$ cat config.mk
export PLATFORM = sky130hd
export DESIGN_NAME = rf_wb_queue
export DESIGN_NICKNAME = d
export VERILOG_FILES = /design/src/rtl/rf_pkg.sv /design/src/rtl/rf_wb_queue_wb_fifo.sv /design/src/rtl/rf_wb_queue.sv
export SDC_FILE = /design/constraint.sdc
export NUM_CORES = 1
export LEC_CHECK = 0
export CORE_AREA = 3 3 136 138
export CTS_BUF_LIST = sky130_fd_sc_hd__clkbuf_16
export DETAILED_ROUTE_END_ITERATION = 10
export DIE_AREA = 0 0 139 141
export PLACE_DENSITY = 0.74
export SYNTH_ARGS = -nofsm -noshare
export SYNTH_HDL_FRONTEND = slang
export SYNTH_SLANG_ARGS = --single-unit
$ cat constraint.sdc
create_clock -name CLK -period 4.2 [get_ports CLK]
set_input_delay 1.26 -clock CLK [delete_from_list [all_inputs] [get_ports CLK]]
set_output_delay 1.26 -clock CLK [all_outputs]
set_load 0.1 [all_outputs]
$ cat src/rtl/rf_pkg.sv
// rf_pkg: shared widths, queue entry and arbitration types for the register file write-back path
package rf_pkg;
  localparam int DW = 16;
  localparam int AW = 3;
  localparam int NREG = 8;
  typedef struct packed {
    logic [AW-1:0] addr;
    logic [DW-1:0] data;
  } wb_entry_t;
  typedef enum logic {RR_ALU, RR_MEM} rr_t;
  function automatic rr_t rr_flip(input rr_t r);
    return (r == RR_ALU) ? RR_MEM : RR_ALU;
  endfunction
endpackage

$ cat src/rtl/rf_wb_queue_wb_fifo.sv
// wb_fifo: circular write-back buffer, two ordered writes and one read per cycle, entries exposed for forwarding
module wb_fifo
  import rf_pkg::*;
#(
  parameter int DEPTH = 4
) (
  input  logic                         clk,
  input  logic                         rst_n,
  input  logic                         wr0_en,
  input  wb_entry_t                    wr0,
  input  logic                         wr1_en,
  input  wb_entry_t                    wr1,
  input  logic                         rd_en,
  output wb_entry_t [DEPTH-1:0]        ents,
  output logic [DEPTH-1:0]             vld,
  output logic [$clog2(DEPTH)-1:0]     rd_ptr,
  output wb_entry_t                    head,
  output logic [$clog2(DEPTH):0]       count
);
  localparam int PW = $clog2(DEPTH);
  localparam int CW = PW + 1;
  wb_entry_t [DEPTH-1:0] mem_q, mem_d;
  logic [DEPTH-1:0] vld_q, vld_d;
  logic [PW-1:0] wr_q, wr_d, rd_q, rd_d, wr1_idx;
  logic [CW-1:0] cnt_q, cnt_d;
  assign wr1_idx = wr_q + PW'(1);
  // wr1 is only ever used together with wr0, so it always lands one slot behind it
  always_comb begin
    mem_d = mem_q;
    vld_d = vld_q;
    rd_d  = rd_q;
    if (rd_en) begin
      vld_d[rd_q] = 1'b0;
      rd_d = rd_q + PW'(1);
    end
    if (wr0_en) begin
      mem_d[wr_q] = wr0;
      vld_d[wr_q] = 1'b1;
    end
    if (wr1_en) begin
      mem_d[wr1_idx] = wr1;
      vld_d[wr1_idx] = 1'b1;
    end
    wr_d  = wr_q + PW'(wr0_en) + PW'(wr1_en);
    cnt_d = cnt_q + CW'(wr0_en) + CW'(wr1_en) - CW'(rd_en);
  end
  always_ff @(posedge clk or negedge rst_n) begin
    if (!rst_n) begin
      mem_q <= '0;
      vld_q <= '0;
      wr_q  <= '0;
      rd_q  <= '0;
      cnt_q <= '0;
    end else begin
      mem_q <= mem_d;
      vld_q <= vld_d;
      wr_q  <= wr_d;
      rd_q  <= rd_d;
      cnt_q <= cnt_d;
    end
  end
  assign ents   = mem_q;
  assign vld    = vld_q;
  assign rd_ptr = rd_q;
  assign head   = mem_q[rd_q];
  assign count  = cnt_q;
endmodule

$ cat src/rtl/rf_wb_queue.sv
// rf_wb_queue: arbitrates ALU/MEM results into an ordered write queue, drains one register file write
// per cycle and forwards pending data onto both read ports
module rf_wb_queue
  import rf_pkg::*;
#(
  parameter int DEPTH = 4
) (
  input  logic                    CLK,
  input  logic                    RST_N,
  input  logic                    ALU_VALID,
  input  logic [AW-1:0]           ALU_ADDR,
  input  logic [DW-1:0]           ALU_DATA,
  output logic                    ALU_READY,
  input  logic                    MEM_VALID,
  input  logic [AW-1:0]           MEM_ADDR,
  input  logic [DW-1:0]           MEM_DATA,
  output logic                    MEM_READY,
  output logic [AW-1:0]           WADD,
  output logic                    WEN,
  output logic [DW-1:0]           DATAIN,
  input  logic [AW-1:0]           ADD1,
  input  logic [AW-1:0]           ADD2,
  input  logic [DW-1:0]           R1_RF,
  input  logic [DW-1:0]           R2_RF,
  output logic [DW-1:0]           R1,
  output logic [DW-1:0]           R2,
  output logic [$clog2(DEPTH):0]  COUNT,
  output logic                    FULL,
  output logic                    IDLE
);
  localparam int PW = $clog2(DEPTH);
  localparam int CW = PW + 1;
  wb_entry_t [DEPTH-1:0] ents;
  logic [DEPTH-1:0] vld;
  logic [PW-1:0] rd_ptr;
  wb_entry_t head, wr0, wr1;
  logic [CW-1:0] count, free;
  logic alu_acc, mem_acc, wr0_en, wr1_en, pop;
  logic wen_q, wen_d;
  logic [AW-1:0] wadd_q, wadd_d;
  logic [DW-1:0] datain_q, datain_d;
  rr_t rr_q, rr_d;
  logic [DW-1:0] r1, r2;
  assign free      = CW'(DEPTH) - count;
  assign ALU_READY = (free >= CW'(1)) && !(free == CW'(1) && MEM_VALID && rr_q == RR_MEM);
  assign MEM_READY = (free >= CW'(2)) || (free == CW'(1) && !(ALU_VALID && rr_q == RR_ALU));
  assign alu_acc   = ALU_VALID && ALU_READY;
  assign mem_acc   = MEM_VALID && MEM_READY;
  assign pop       = count != '0;
  // ALU is older on a dual push, so MEM's value wins for a shared destination
  assign wr0_en = alu_acc || mem_acc;
  assign wr0    = alu_acc ? wb_entry_t'{addr: ALU_ADDR, data: ALU_DATA}
                          : wb_entry_t'{addr: MEM_ADDR, data: MEM_DATA};
  assign wr1_en = alu_acc && mem_acc;
  assign wr1    = wb_entry_t'{addr: MEM_ADDR, data: MEM_DATA};
  wb_fifo #(.DEPTH(DEPTH)) u_fifo (
    .clk    (CLK),
    .rst_n  (RST_N),
    .wr0_en (wr0_en),
    .wr0    (wr0),
    .wr1_en (wr1_en),
    .wr1    (wr1),
    .rd_en  (pop),
    .ents   (ents),
    .vld    (vld),
    .rd_ptr (rd_ptr),
    .head   (head),
    .count  (count)
  );
  always_comb begin
    wen_d    = pop;
    wadd_d   = pop ? head.addr : wadd_q;
    datain_d = pop ? head.data : datain_q;
    rr_d     = (free == CW'(1) && ALU_VALID && MEM_VALID) ? rr_flip(rr_q) : rr_q;
  end
  always_ff @(posedge CLK or negedge RST_N) begin
    if (!RST_N) begin
      wen_q    <= 1'b0;
      wadd_q   <= '0;
      datain_q <= '0;
      rr_q     <= RR_ALU;
    end else begin
      wen_q    <= wen_d;
      wadd_q   <= wadd_d;
      datain_q <= datain_d;
      rr_q     <= rr_d;
    end
  end
  // walk head to tail so the newest matching entry overrides older ones and the output stage
  always_comb begin
    r1 = (wen_q && wadd_q == ADD1) ? datain_q : R1_RF;
    r2 = (wen_q && wadd_q == ADD2) ? datain_q : R2_RF;
    for (int i = 0; i < DEPTH; i++) begin
      if (vld[rd_ptr + PW'(i)] && ents[rd_ptr + PW'(i)].addr == ADD1) r1 = ents[rd_ptr + PW'(i)].data;
      if (vld[rd_ptr + PW'(i)] && ents[rd_ptr + PW'(i)].addr == ADD2) r2 = ents[rd_ptr + PW'(i)].data;
    end
  end
  assign R1     = r1;
  assign R2     = r2;
  assign WEN    = wen_q;
  assign WADD   = wadd_q;
  assign DATAIN = datain_q;
  assign COUNT  = count;
  assign FULL   = count == CW'(DEPTH);
  assign IDLE   = (count == '0) && !wen_q;
endmodule

# --- After elaboration in Yosys (flattened, before gate mapping) ---
# Index checks and enable logic that the tools add are counted.
# Widths: inputs -> output; s select.
word_totals:
  input_bits: 80
  wordCells: 130
  regBits: 108
  output_inout_bits: 59
classes:
  order_cmp: 11
  reduce_logical: 31
  n_bitwise: 5
  muxes: 45
  add_sub_neg: 10
  n_eq_ne: 12
op_table:
  columns: ["op", "n"]
  rows:
  - ["$mux 16", 10]
  - ["$bmux 19 s2", 4]
  - ["$bwmux 76", 2]
  - ["$mux 76", 2]
  - ["$mux 19", 7]
  - ["$demux 19 s2", 2]
  - ["$eq 3x3->1", 10]
  - ["$logic_and 1x1->1", 24]
  - ["$lt 2x3->1 const B", 6]
  - ["$mux 4", 3]
  - ["$bmux 1 s2", 4]
  - ["$mux 1", 8]
  - ["$or 4x4->4", 2]
  - ["$add 3x1->3", 2]
  - ["$demux 1 s2", 3]
  - ["$ge 2x1->1 const B", 3]
  - ["$add 2x1->2", 2]
  - ["$add 2x1->2 const B", 2]
  - ["$add 2x2->2 const B", 2]
  - ["$and 4x4->4", 1]
  - ["$not 4->4", 1]
  - ["$eq 3x1->1 const B", 1]
  - ["$eq 3x3->1 const B", 1]
  - ["$ge 3x1->1 const B", 1]
  - ["8 further kinds", 11]

# --- Longest topological paths before layout ---
# Gate-level depths: netlist (run 1).
depth:
  word_depth: 12
  depth_mapped: 14
  depth_no_buf: 13

# --- Hierarchy ---
# From an unflattened synthesis (run 1), not the netlist that was laid out.
unflattened:
  hier_cells: 974
  area_unflattened_um2: 9790.6
modules_own_cells:
  columns: ["mod", "n_inst", "cells_per_inst", "area_each_um2", "seq_area_each_um2"]
  rows:
  - ["rf_wb_queue", 1, 641, 5424.0, 525.5]
  - ["wb_fifo", 1, 333, 4366.7, 2177.1]

# --- Worst setup path before layout (run 1) ---
# No wires, ideal clock.
synth_path:
  path_type: "register to output"
  start: "reg u_fifo.rd_q[0], in the netlist u_fifo.rd_ptr[0]"
  end: "out R2[10]"
  t_required_ns: 2.940
  path_slack_ns: -1.547
  arrival_ns: 4.487
  path_buffers: 5
  stages_incl_launch_ff: 14
  path_cell_list: "dfrtp_1 buf_6 buf_6 buf_4 buf_2 inv_1 ha_1 mux4_2 xnor2_1 nand4_2 nand2_2 buf_4 o22ai_1 a31oi_1"
synth_via:
  elab_chain_cells: 8
  word_cells_on_any_way: 31
  cone_classes: "add/sub: 3; eq/ne: 4; mux: 20; reduce/logical: 4"
synth_rtl:
  columns: ["item", "line", "text"]
  rows:
  - ["from (decl)", "rf_wb_queue_wb_fifo.sv:24", "logic [PW-1:0] wr_q, wr_d, rd_q, rd_d, wr1_idx;"]
  - ["from (signal assigned)", "rf_wb_queue_wb_fifo.sv:58", "rd_q <= rd_d;"]
  - ["$add 2x1->2 or $bmux 19 s2 (tied branches)", "rf_wb_queue.sv:95", "if (vld[rd_ptr + PW'(i)] && ents[rd_ptr + PW'(i)].addr == ADD2) r2 = ents[rd_ptr + PW'(i)].data;"]
  - ["$bmux 19 s2 or $mux 19 (tied branches)", "rf_wb_queue.sv:95", null]
  - ["$mux 19 (implied by the code) or $eq 3x3->1 (tied branches)", "rf_wb_queue.sv:95", null]
  - ["$eq 3x3->1 or $logic_and 1x1->1 (tied branches)", "rf_wb_queue.sv:95", null]
  - ["$logic_and 1x1->1 or $mux 16 (tied branches)", "rf_wb_queue.sv:95", null]
  - ["$mux 16 (2 in series)", "rf_wb_queue.sv:95", null]
  - ["$mux 16 *", "rf_wb_queue.sv:95", null]
  - ["to (decl)", "rf_wb_queue.sv:26", "output logic [DW-1:0] R2,"]
# Every way passes the cells marked *; elsewhere a longest branch is shown, timed or not. The select of a mux whose other input is x is not followed.

# --- Worst setup path after layout (run 1) ---
layout_path:
  start: "reg u_fifo.rd_q[0], in the netlist u_fifo.rd_ptr[0]"
  end: "out R1[14]"
layout_via:
  elab_chain_cells: 8
  word_cells_on_any_way: 31
  cone_classes: "add/sub: 3; eq/ne: 4; mux: 20; reduce/logical: 4"
layout_rtl:
  columns: ["item", "line", "text"]
  rows:
  - ["$add 2x1->2 or $bmux 19 s2 (tied branches)", "rf_wb_queue.sv:94", "if (vld[rd_ptr + PW'(i)] && ents[rd_ptr + PW'(i)].addr == ADD1) r1 = ents[rd_ptr + PW'(i)].data;"]
  - ["$bmux 19 s2 or $mux 19 (tied branches)", "rf_wb_queue.sv:94", null]
  - ["$mux 19 (implied by the code) or $eq 3x3->1 (tied branches)", "rf_wb_queue.sv:94", null]
  - ["$eq 3x3->1 or $logic_and 1x1->1 (tied branches)", "rf_wb_queue.sv:94", null]
  - ["$logic_and 1x1->1 or $mux 16 (tied branches)", "rf_wb_queue.sv:94", null]
  - ["$mux 16 (2 in series)", "rf_wb_queue.sv:94", null]
  - ["$mux 16 *", "rf_wb_queue.sv:94", null]
  - ["to (decl)", "rf_wb_queue.sv:25", "output logic [DW-1:0] R1,"]
# Marks and branches as above.

==> metrics.md, run 1 <==
| Metric | Value |
|---|---|
| Status | finished with violations |
| Failing checks | setup timing |
| Clock sinks | 108 |
| Register area | 2710 µm² |
| DR vias | around 8.3k |
| Clock transition at the registers of the reported paths | 80 ps |
| Achievable frequency | 0.226 GHz |
| Critical path's most frequent cell | buf_12 |
| Largest net degree at the start of global routing | 60 |
| Vias in the first global route | 8192 |
| Row Count | 48 |
| CP cell instances | clkinvlp_4 -> ha_4 -> mux4_2 -> xnor2_2 -> nand4_1 -> buf_6 -> and3b_2 -> buf_12 -> nand2_1 -> nand3_4 -> buf_12 |
| Top Ports | 139 |
| Crit Path Max Fanout | 12 |
| Worst-Margin Slew | 982 ps |
| Layout cells sized above 1 | 0.348 |
| Layout net count | 1078 |
| Hold Crit Start | rr_q |
| Synthesis-to-layout area growth | 47.4% |
| Initial antenna violation count | 0 |
| Required @ worst endpoint | 2940 ps |
| Die Wd | 139 µm |
| RSZ-0062 raised after global routing | true |
| Final worst slack | -232 ps |
| Post-synth top area share | 0.313 |
| Clock skew | 13.9 ps |
| Max-Cap Viols | 0 |
| Die ar. | around 20000 µm² |
| Critical Path End Type | output pin |
| Fill cell count | 1086 |
| Synthesized area | 8630 µm² |
| Largest stage delay, worst path | 570 ps |
| Synthesized flop and latch total | 108 |
| Synth unique cells | between 40 and 50 |
| Average vias per placed instance | 6.85 |
| Placed cell areas | 11500 µm² |
| Tot GR Track Use | 0.304 |
| Maximum level of the CTS H-tree | 3 |
| Starting Density | 0.499 |
| Worst-skew pair later-pin latency | 370 ps |
| Num CTS Buffers | 9 |
| Crit-path slowest cell | mux4_2 |
| Port Buffers | 138 |
| Area of the multi-input gates | 6530 µm² |
| Hpwl dp | 20000 µm |
| Finished Layout Cells | 1215 |
| Max clock buf depth | 2 |
| Final count of negative-setup-slack endpoints | 32 |
| Mean area per synthesized cell | 10.5 µm² |
| Fin crit period | 4430 ps |
| Most area-consuming cells after synthesis | dfrtp_1, mux4_2, a2bb2oi_1 |
| Critical Path Source Type | flop |
| Diodes inserted | 0 |
| Crit path max-delay family | buffers and inverters |
| DP Cell Count | roughly 1.2k |
| CP arrival | approximately 3200 ps |
| Grt total ovfl | 0 |
| CP Buf/Inv Count | 4 |
| Routability Congestion | 0.864 |
| Core area | between 15000 and 20000 µm² |
| Max Slew Vio Count | 0 |
| First-pass iteration count of the detailed router | 5 |
| Hold crit path type | reg -> reg |
| WS Path Type | reg -> out |
| First-pass GRT wire length | roughly 47000 µm |
| DRC | 0 |
| TritonCTS clock tree | yes |
| Synth async-reset ratio | 1.00 |
| Synth Warn # | 0 |
| Post-synth top flop | dfrtp_1 |
| Die Ht | between 100 and 150 µm |
| Fin area | 12700 µm² |
| Crit path from | u_fifo.rd_ptr[0] |
| Final worst-path cycle share | 1.06 |
| Root Buffer | clkbuf_16 |
| Average routed wire per standard cell | 25.8 µm |
| Synthesized instance count | 822 |
| Post-Route Utilization | 0.735 |
| 1st-iter DRT viols | ~1.0k |
| Drt total wl | 31300 µm |
| Hold violation count in the final report | 0 |
| Reg2reg start | u_fifo.count[1] |
| Worst slew margin | 0.343 |
| Antenna viol nets, final | 0 |
| Syn_nets | 915 |
| Sequential share of the synthesized area | 0.313 |
| Number of enable flip-flop cells after synthesis | 0 |
| Synth area leader | dfrtp_1 |
timing repair:
item                       CTS  global route
gates resized for setup     82            42
cloned                       6             0
pin swaps                   37            27
setup endpoints to repair   32            32
setup buffers               21             6
hold buffers                 0             0
per-layer routing:
metal  share of wire  track usage
met1            0.39        0.429
met2            0.48        0.478
met3            0.10       0.0597
met4           0.028       0.0973
met5               0            0
final timing paths:
path,end,slack (ps),cells past startpoint
setup / recovery,R1[14],-230,11
hold / removal,rr_q,500,1
setup reg to reg,u_fifo.count[2],1150,11
hold reg to reg,rr_q,500,1
max in group asynchronous,u_fifo.ents[23],2520,2
min in group asynchronous,u_fifo.count[1],920,1
flip-flops by register name, summed over array words and instances (netlist names):
name           cells
u_fifo.count       3
WADD               3
u_fifo.ents       76
u_fifo.wr_q        2
DATAIN            16
rr_q               1
WEN                1
u_fifo.vld         4
u_fifo.rd_ptr      2
cells in the mapped netlist, drive strengths merged (6+ instances only):
cell type,n
a31oi,28
nor2b,23
xnor2,29
o211ai,25
clkbuf,35
nand2,128
dfrtp,108
nand4,8
a2bb2oi,76
nor2,6
o21ai,9
nand3,17
xor2,7
mux4,76
mux2i,43
o22ai,94
buf,47
mux2,6
inv,14
ha,10
cells by family after synthesis:
logic type | share of synthesized area
AO/OA/AOI/OAI | 0.206
XOR/XNOR | 0.0392
adder cells (fa/ha/maj) | 0.0215
buffers and inverters | 0.0551
flip-flops | 0.313
multiplexers | 0.256
AND/OR/NAND/NOR | 0.109
cell usage in the layout, fill, tap and decap left out, types with 3 or more instances in the layout:
cell,count
mux2i_1,42
buf_2,3
nor2b_4,3
xor2_1,4
xnor2_1,17
nand2_1,123
mux4_2,76
a2bb2oi_1,76
nor2b_1,18
buf_12,51
xnor2_2,10
buf_4,55
o21ai_1,3
o22ai_1,76
inv_1,13
nand3_1,3
ha_1,9
a21o_1,4
o22ai_4,17
dfrtp_1,106
a31oi_2,5
o21ai_0,5
clkbuf_16,9
o211ai_1,23
a31oi_4,23
a21oi_1,5
nand3_4,14
buf_6,24
nor2_1,5
mux2_2,5
nand4_1,6
clkdlybuf4s50_1,95
metrics by stage:
stage	hold slack [ps]	setup TNS, ps	setup WS, ps
floorplan	459	-12450	-815
global placement	485	-12100	-587
detailed placement	491	-12820	-621
CTS	505	-2300	-136
global route	522	-7010	-263
finish	499	-5780	-232
cell type report:
| type | count | share of cell area |
|---|---|---|
| inverters | 14 | 0.00443 |
| well taps | 225 | 0.0221 |
| clock inverters | 7 | 0.00915 |
| flip-flops and latches | 108 | 0.213 |
| clock buffers | 9 | 0.0177 |
| multi-input cells | 618 | 0.514 |
| repair buffers | 234 | 0.220 |
Power of run 1 is not shown: default switching activity piles up to over one toggle a cycle in this logic, so the estimate is an artifact.
==> run 2: changes to the inputs <==
--- a/config.mk
+++ b/config.mk
@@ -9,7 +9,7 @@
 export CTS_BUF_LIST = sky130_fd_sc_hd__clkbuf_16
 export DETAILED_ROUTE_END_ITERATION = 10
 export DIE_AREA = 0 0 139 141
-export PLACE_DENSITY = 0.74
+export PLACE_DENSITY = 0.77
 export SYNTH_ARGS = -nofsm -noshare
 export SYNTH_HDL_FRONTEND = slang
 export SYNTH_SLANG_ARGS = --single-unit
==> metrics.md, run 2 (synthesis results as in run 1) <==
| Metric | Value |
|---|---|
| Final worst slack | -211 ps (+20.7 ps) |
| Average routed wire per standard cell | 24.8 µm (-3.6%) |
| Fin crit period | 4410 ps (-20.7 ps) |
| Critical path's most frequent cell | buf_12 |
| Fill cell count | 1132 (+4.2%) |
| FF-to-FF path depth | 13 (+2) |
| Post-CTS Hold Fix Bufs | 0 (unchanged) |
| Largest stage delay, worst path | 570 ps (about the same) |
| Crit path depth | 10 (-1) |
| Critical Path End Type | output pin |
| First-pass iteration count of the detailed router | 5 (unchanged) |
| Starting Density | 0.499 (unchanged) |
| Root Buffer | clkbuf_16 |
| Die Ht | 141 µm (unchanged) |
| Max FFs per register | 76 (unchanged) |
| Core area | 17300 µm² (unchanged) |
| Final worst-path cycle share | 1.05 (-0.00493) |
| Critical Path Source Type | flop |
| Minimum hold slack | 507 ps (+8.11 ps) |
| Status | finished with violations |
| CP arrival | 3150 ps (-20 ps) |
| Layout net count | 1060 (-1.7%) |
| Average vias per placed instance | 6.94 (+1.3%) |
| Synthesis-to-layout area growth | 42.8% |
| Drt total wl | 29700 µm (-5.1%) |
| Diodes inserted | 0 (unchanged) |
| Clock sinks | 108 (unchanged) |
| Max Slew Vio Count | 0 (unchanged) |
| Worst slew margin | 0.351 (+0.00711) |
| Max-Cap Viols | 0 (unchanged) |
| Hpwl dp | 20100 µm (about the same) |
| Worst-Margin Slew | 971 ps (-10.6 ps) |
| DP Cell Count | 1158 (-0.86%) |
| Final count of negative-setup-slack endpoints | 31 (-3.1%) |
| Largest net degree at the start of global routing | 59 (-1.7%) |
| TritonCTS clock tree | yes |
| Register area | 2710 µm² (unchanged) |
| CP Buf/Inv Count | 4 (unchanged) |
| Layout cells sized above 1 | 0.330 (-0.0189) |
| Max clock buf depth | 2 (unchanged) |
| 1st-iter DRT viols | 1113 (+6.1%) |
| Most common cell after layout, fill and taps aside | nand2_1 |
| Required @ worst endpoint | 2940 ps (about the same) |
| Grt total ovfl | 0 (unchanged) |
| Crit path max-delay family | buffers and inverters |
| First-pass GRT wire length | 45600 µm (-3.1%) |
| Failing checks | setup timing |
| Top Ports | 139 (unchanged) |
| WS Path Type | reg -> out |
| Die Wd | 139 µm (unchanged) |
| Achievable frequency | 0.227 GHz (+0.47%) |
| Clock skew | 6.61 ps (-7.25 ps) |
| Vias in the first global route | 7953 (-2.9%) |
| RSZ-0062 raised after global routing | true |
| Crit-path slowest cell | mux4_2 |
| Maximum level of the CTS H-tree | 3 (unchanged) |
| Antenna viol nets, final | 0 (unchanged) |
| DR vias | 8302 (-0.29%) |
| Finished Layout Cells | 1196 (-1.6%) |
| WHS Path Cells | 1 (unchanged) |
| Commonest cells after routing, fill and taps aside | nand2_1, dfrtp_1, clkdlybuf4s50_1 |
| Tot GR Track Use | 0.289 (-0.0148) |
| Area of the multi-input gates | 6360 µm² (-2.6%) |
| Initial antenna violation count | 0 (unchanged) |
| Hold crit path type | reg -> reg |
| Hold violation count in the final report | 0 (unchanged) |
| Clock transition at the registers of the reported paths | 80 ps (about the same) |
| Routability Congestion | 0.858 (-0.67%) |
| Port Buffers | 138 (unchanged) |
| DRC | 0 (unchanged) |
| Num CTS Buffers | 9 (unchanged) |
| CP cell instances | clkinvlp_4 -> ha_4 -> mux4_2 -> xnor2_1 -> nand4_1 -> buf_12 -> clkbuf_16 -> a31oi_2 -> nand3_4 -> buf_12 |
| Row Count | 48 (unchanged) |
| Worst-skew pair later-pin latency | 360 ps (about the same) |
| Crit Path Max Fanout | 12 (unchanged) |
| Die ar. | 19600 µm² (unchanged) |
==> run 2: changes by cell type in the layout (fill, tap and decap cells not counted), moves of 3 or more <==
cell     change
buf_6       -12
buf_4        -5
o22ai_2     +12
o22ai_4     -12
buf_12       -3
==> run 2: repair_timing <==
action                     in CTS  in global routing
gates resized for setup        57                 25
buffers inserted               17                  4
setup endpoints to repair      32                 32
pin swaps                      35                 13
gates cloned                    2                  1
==> run 2: worst paths after layout <==
check	from	end	slack [ps]
max	u_fifo.rd_ptr[0]	R1[4]	-210
min	rr_q	rr_q	510
max reg2reg	u_fifo.count[0]	u_fifo.count[2]	1090
min reg2reg	rr_q	rr_q	510
max in group asynchronous	RST_N	u_fifo.ents[23]	2490
min in group asynchronous	RST_N	u_fifo.ents[73]	950
==> run 2: worst register-to-register path, cell delays in order, from the launching register on <==
cell     delay (ps)
dfrtp_1         460
inv_1           110
ha_1            230
ha_1            330
o21ai_2         150
nand2_1         170
nor2_4          190
inv_1            60
ha_1            270
inv_1            60
fa_2            370
fa_2            340
xnor2_1         170
xnor2_1         130
==> run 2: metal layers <==
metal / routed length, µm / GRT usage
met4: 632 / 0.0721
met2: 14000 / 0.453
met3: 2870 / 0.0488
met1: 12200 / 0.423
met5: 0 / 0
==> run 2: cell type report <==
class / count / area share
clock buffers: 9 / 0.0183
clock inverters: 6 / 0.00772
inverters: 14 / 0.00457
multi-input cells: 618 / 0.516
flip-flops and latches: 108 / 0.220
well taps: 225 / 0.0228
repair buffers: 216 / 0.211
==> run 2: per-stage QoR <==
step / setup TNS [ps] / utilization / worst slack, ps / area, µm²
after global placement: -15170 / 0.661 / -663 / 11400
after detailed placement: -15830 / 0.661 / -686 / 11400
after floorplan: -12450 / - / -815 / 9380
after global routing: -7370 / 0.712 / -301 / 12300
final: -4420 / 0.712 / -211 / 12300
after CTS: -3550 / 0.703 / -189 / 12200
Power of run 2 is left out for the same reason.
==> variant 1: new RTL, config.mk and constraints of run 1 <==
`DEPTH` is set to 4 in 2 places; all go to 2.
--- a/src/rtl/rf_wb_queue_wb_fifo.sv
+++ b/src/rtl/rf_wb_queue_wb_fifo.sv
@@ -4,3 +4,3 @@
 #(
-  parameter int DEPTH = 4
+  parameter int DEPTH = 2
 ) (
--- a/src/rtl/rf_wb_queue.sv
+++ b/src/rtl/rf_wb_queue.sv
@@ -5,3 +5,3 @@
 #(
-  parameter int DEPTH = 4
+  parameter int DEPTH = 2
 ) (
Interface: changed (resized COUNT); port bits go from 139 to 138. The function was not compared with the original's and may differ.
==> variant 1 against run 1 <==
- global-route usage shrank 13 points
- the run still ends with setup timing left
- sequential cell count decreased by 43
- worst setup slack better by 0.10 ns
- cell area is 40% lower
- die area is the same
- routed wire length shrank 43%
- area after synthesis down 47%
Power is left out: the tool's default activity adds up to more than one toggle a clock period on the data nets, which glitch-free logic cannot reach.
==> variant 1: results (changes against run 1) <==
| Metric | Value |
|---|---|
| DR top layer | `met5` |
| Setup slack after layout | `-0.129 ns (+0.103 ns)` |
| Data arrival, critical path | `3.07 ns (-0.10 ns)` |
| Gpl congestion | `0.860 (-0.43%)` |
| Vias in the first global route | `4699 (-43%)` |
| DR WL met3 | `1.26 mm (-60%)` |
| Clock transition at path regs | `0.06 ns (-0.02 ns)` |
| WL per Instance | `20.0 um (-22%)` |
| Status | `complete, but fails checks` |
| Post-Place Worst Slack | `-0.663 ns (-0.0420 ns)` |
| Met3 Use GR | `4.07% (-1.9 points)` |
| Startpoint Class | `input port` |
| Post-Route Setup TNS | `-0.762 ns (+5.02 ns)` |
| Post-synthesis mux area share | `18.8% (-6.8 points)` |
| Routed wl met2 | `8.32 mm (-44%)` |
| Share of layout cells above drive strength 1 | `24.4% (-10 points)` |
| Met2 usage | `29.5% (-18 points)` |
| Failing checks | `setup timing` |
| CP Max Fanout | `8 (-4)` |
| First-pass GRT wire length | `27.5 mm (-41%)` |
| Netlist cell types | `44 (-2.2%)` |
| Synth top area cells | `dfrtp_1, mux2i_1, a222oi_1` |
| DR pass1 iterations | `6 (+1)` |
| Post-synthesis net count | `565 (-38%)` |
| DRT iter0 DRCs | `462 (-56%)` |
| Commonest cells post-synth | `mux2i_1, dfrtp_1, nor2_1` |
| DP Area | `6940 um^2 (-40%)` |
| Layout Cells excl Fill | `885 (-27%)` |
| Largest net degree at the start of global routing | `66 (+10%)` |
| Via density | `5.22 (-24%)` |
| Compound-Gate Fraction of Synth Area | `21.4% (+0.82 points)` |
| Final net count | `739 (-31%)` |
| Worst rel slew slack | `33.6% (-0.71 points)` |
| Initial antenna violation count | `2 (+2)` |
| Hpwl dp | `12.3 mm (-39%)` |
| Setup Viol. Count Final | `16 (-50%)` |
| R2R depth | `7 (-4)` |
| Sequential area share after synthesis | `35.4% (+4.0 points)` |
| IO Port Bufs | `137 (-0.72%)` |
| Crit Reg-Reg Endpoint | `u_fifo.ents[6]` |
| Synth Area in XOR/XNOR | `5.14% (+1.2 points)` |
| Area share of fa/ha/maj cells after synthesis | `1.52% (-0.62 points)` |
| Met1 usage | `23.2% (-20 points)` |
| R2R Path Start | `u_fifo.count[0]` |
| Worst hold slack | `0.497 ns (-0.00244 ns)` |
==> variant 1: final cells by class <==
| type | instances | area [um^2] | share of cell area [%] |
|---|---|---|---|
| clock buffers | 9 | 225 | 2.97 |
| clock inverters | 7 | 78.8 | 1.04 |
| well taps | 225 | 282 | 3.71 |
| flip-flops and latches | 65 | 1630 | 21.5 |
| inverters | 45 | 169 | 2.23 |
| diodes | 1 | 2.50 | 0.0330 |
| repair buffers | 197 | 2310 | 30.5 |
| multi-input cells | 336 | 2890 | 38.1 |
==> variant 1: what timing repair did <==
item | in CTS | in global routing
resized for setup | 49 | 17
setup buffers | 3 | 1
pin swaps | 31 | 20
endpoints found under the setup margin | 32 | 32
cloned | 4 | 0
==> variant 1: critical path, cell delays in order <==
cell	delay, ns
buf_8	0.11
xnor2_4	0.11
a32oi_2	0.24
nor3_4	0.07
buf_6	0.12
mux2i_4	0.21
clkbuf_16	0.19
a222oi_1	0.39
buf_4	0.19
buf_12	0.16
==> variant 2: new RTL, settings of run 1 <==
Without the edit above. `datain_q` no longer has a reset.
--- a/src/rtl/rf_wb_queue.sv
+++ b/src/rtl/rf_wb_queue.sv
@@ -79,3 +79,2 @@
       wadd_q   <= '0;
-      datain_q <= '0;
       rr_q     <= RR_ALU;
@@ -84,5 +83,8 @@
       wadd_q   <= wadd_d;
-      datain_q <= datain_d;
       rr_q     <= rr_d;
     end
+  end
+
+  always_ff @(posedge CLK) begin
+    datain_q <= datain_d;
   end
Formal check against the unedited RTL: differs if RST_N is asserted again (counterexample within 4 cycles, from zero or initial values and one cycle with RST_N low); with RST_N held inactive, the same outputs for 4 cycles.
==> variant 2 against run 1 <==
- the run still ends with setup timing left
- sequential cell count did not move
- maximum frequency barely moved
- routed wire length rose by 7.1%
- cell area rose by 0.21%
- area after synthesis rose by 0.46%
- worst setup slack got worse by 0.0032 ns
- critical path type unchanged
- critical endpoint is now R1[2]
- largest cell class unchanged
Power is left out: the tool's default activity adds up to more than one toggle a clock period on the data nets, which glitch-free logic cannot reach.
==> variant 2: results (changes against run 1) <==
| Metric | Value |
|---|---|
| Status | `complete, but fails checks` |
| Failing checks | `setup timing` |
| Sequential area share after synthesis | `32.1% (+0.78 points)` |
| Met1 usage | `44.1% (+1.2 points)` |
| Clock transition at path regs | `0.08 ns (about the same)` |
| Max reg flops | `76 (unchanged)` |
| Commonest cells post-synth | `dfrtp_1, o22ai_1, mux4_2` |
| Worst-margin pin slew | `1.23 ns (+0.244 ns)` |
| Setup slack after layout | `-0.235 ns (-0.00317 ns)` |
| Synth async-reset ratio | `85.2% (-15 points)` |
| Synth top area cells | `dfrtp_1, mux4_2, a2bb2oi_1` |
| Share of layout cells above drive strength 1 | `40.2% (+5.4 points)` |
| CP Max Fanout | `8 (-4)` |
| DP Area | `11500 um^2 (-0.60%)` |
| GRT Util Overall | `32.2% (+1.8 points)` |
| Syn avg cell area | `11.0 um^2 (+4.5%)` |
| IO Port Bufs | `138 (unchanged)` |
| Root Driver | `clkbuf_16` |
| CTS HTree Levels | `3 (unchanged)` |
| Syn. warnings | `0 (unchanged)` |
| Via density | `7.23 (+5.5%)` |
| Layout Cells excl Fill | `1182 (-2.7%)` |
| Clk_lat worst skew | `around 0.36 ns` |
| DRT iter0 DRCs | `1003 (-4.4%)` |
| Final net count | `1045 (-3.1%)` |
| First-pass GRT wire length | `49.6 mm (+5.6%)` |
| # placed instances | `1128 (-3.4%)` |
| Netlist cell types | `45 (unchanged)` |
| Top delay family on crit path | `compound AO/OA/AOI/OAI gates` |
| Met3 Use GR | `8.45% (+2.5 points)` |
| Post-Place Worst Slack | `-0.498 ns (+0.123 ns)` |
| Layout Skew | `0.00700 ns (-0.00686 ns)` |
| WL per Instance | `28.4 um (+10%)` |
| Hpwl dp | `21.0 mm (+4.6%)` |
| Largest net degree at the start of global routing | `93 (+55%)` |
| Gpl congestion | `0.894 (+3.5%)` |
| EDFF count, synth | `16 (+16)` |
| Setup Viol. Count Final | `32 (unchanged)` |
| DR pass1 iterations | `6 (+1)` |
| Crit-path max cell delay | `0.56 ns` |
| Initial antenna violation count | `0 (unchanged)` |
| Post-synthesis net count | `883 (-3.5%)` |
| Met2 usage | `51.2% (+3.4 points)` |
variant 2: cell families after synthesis:
family | share of synthesized area (%)
DFF | 32.1
muxes | 25.5
xor gates and xnor gates | 3.84
AOI/OAI and AO/OA | 23.2
and+or+nand+nor | 8.00
adders and majority gates | 2.14
buffers and inverters | 5.15
variant 2: timing repair:
item	in CTS	in global routing
cloned	7	3
hold buffers	0	0
buffers inserted	23	10
pin swaps	30	42
endpoints found under the setup margin	32	32
gates resized for setup	100	44
variant 2: final cells by class:
class | instances | area [um^2]
Sequential cell | 108 | 2790
Clock inverter | 7 | 51.3
Inverter | 11 | 43.8
Clock buffer | 9 | 225
Tap cell | 225 | 282
Fill cell | 1112 | 4550
Timing Repair Buffer | 231 | 2790
Multi-Input combinational cell | 591 | 6560
variant 2: worst reg2reg max path, stage by stage (launching register included):
cell and delay (ns):
dfrtp_1 0.49, inv_1 0.11, ha_1 0.23, ha_1 0.33, o211ai_1 0.13, nand2_1 0.15, nor2_4 0.20, inv_1 0.06
ha_1 0.28, inv_2 0.04, fa_2 0.36, fa_2 0.35, xnor2_1 0.20, xnor2_1 0.15
variant 2: through the flow:
step	hold slack (ns)	TNS (ns)	util, %
floorplan	0.459	-27.17	-
global route	0.544	-6.43	73.7
CTS	0.526	-3.35	72.0
finish	0.522	-4.78	73.7
detailed placement	0.518	-14.70	66.3
global placement	0.475	-13.67	66.3
variant 2: worst paths after layout:
path / start / to / slack [ns] / cells after the start
worst max-delay path: u_fifo.rd_ptr[0] / R1[2] / -0.23 / 9
worst min-delay path: rr_q / rr_q / 0.52 / 1
worst max register to register: u_fifo.count[0] / u_fifo.count[2] / 1.05 / 13
worst min register to register: rr_q / rr_q / 0.52 / 1
max in group asynchronous: RST_N / u_fifo.rd_ptr[0] / 2.18 / 1
min in group asynchronous: RST_N / u_fifo.count[2] / 1.11 / 1
variant 2: per-layer routing:
metal,part of all wire [%],wire (um)
met1,39,13000
met2,47,15700
met3,11,3790
met4,3.2,1080
met5,0,0
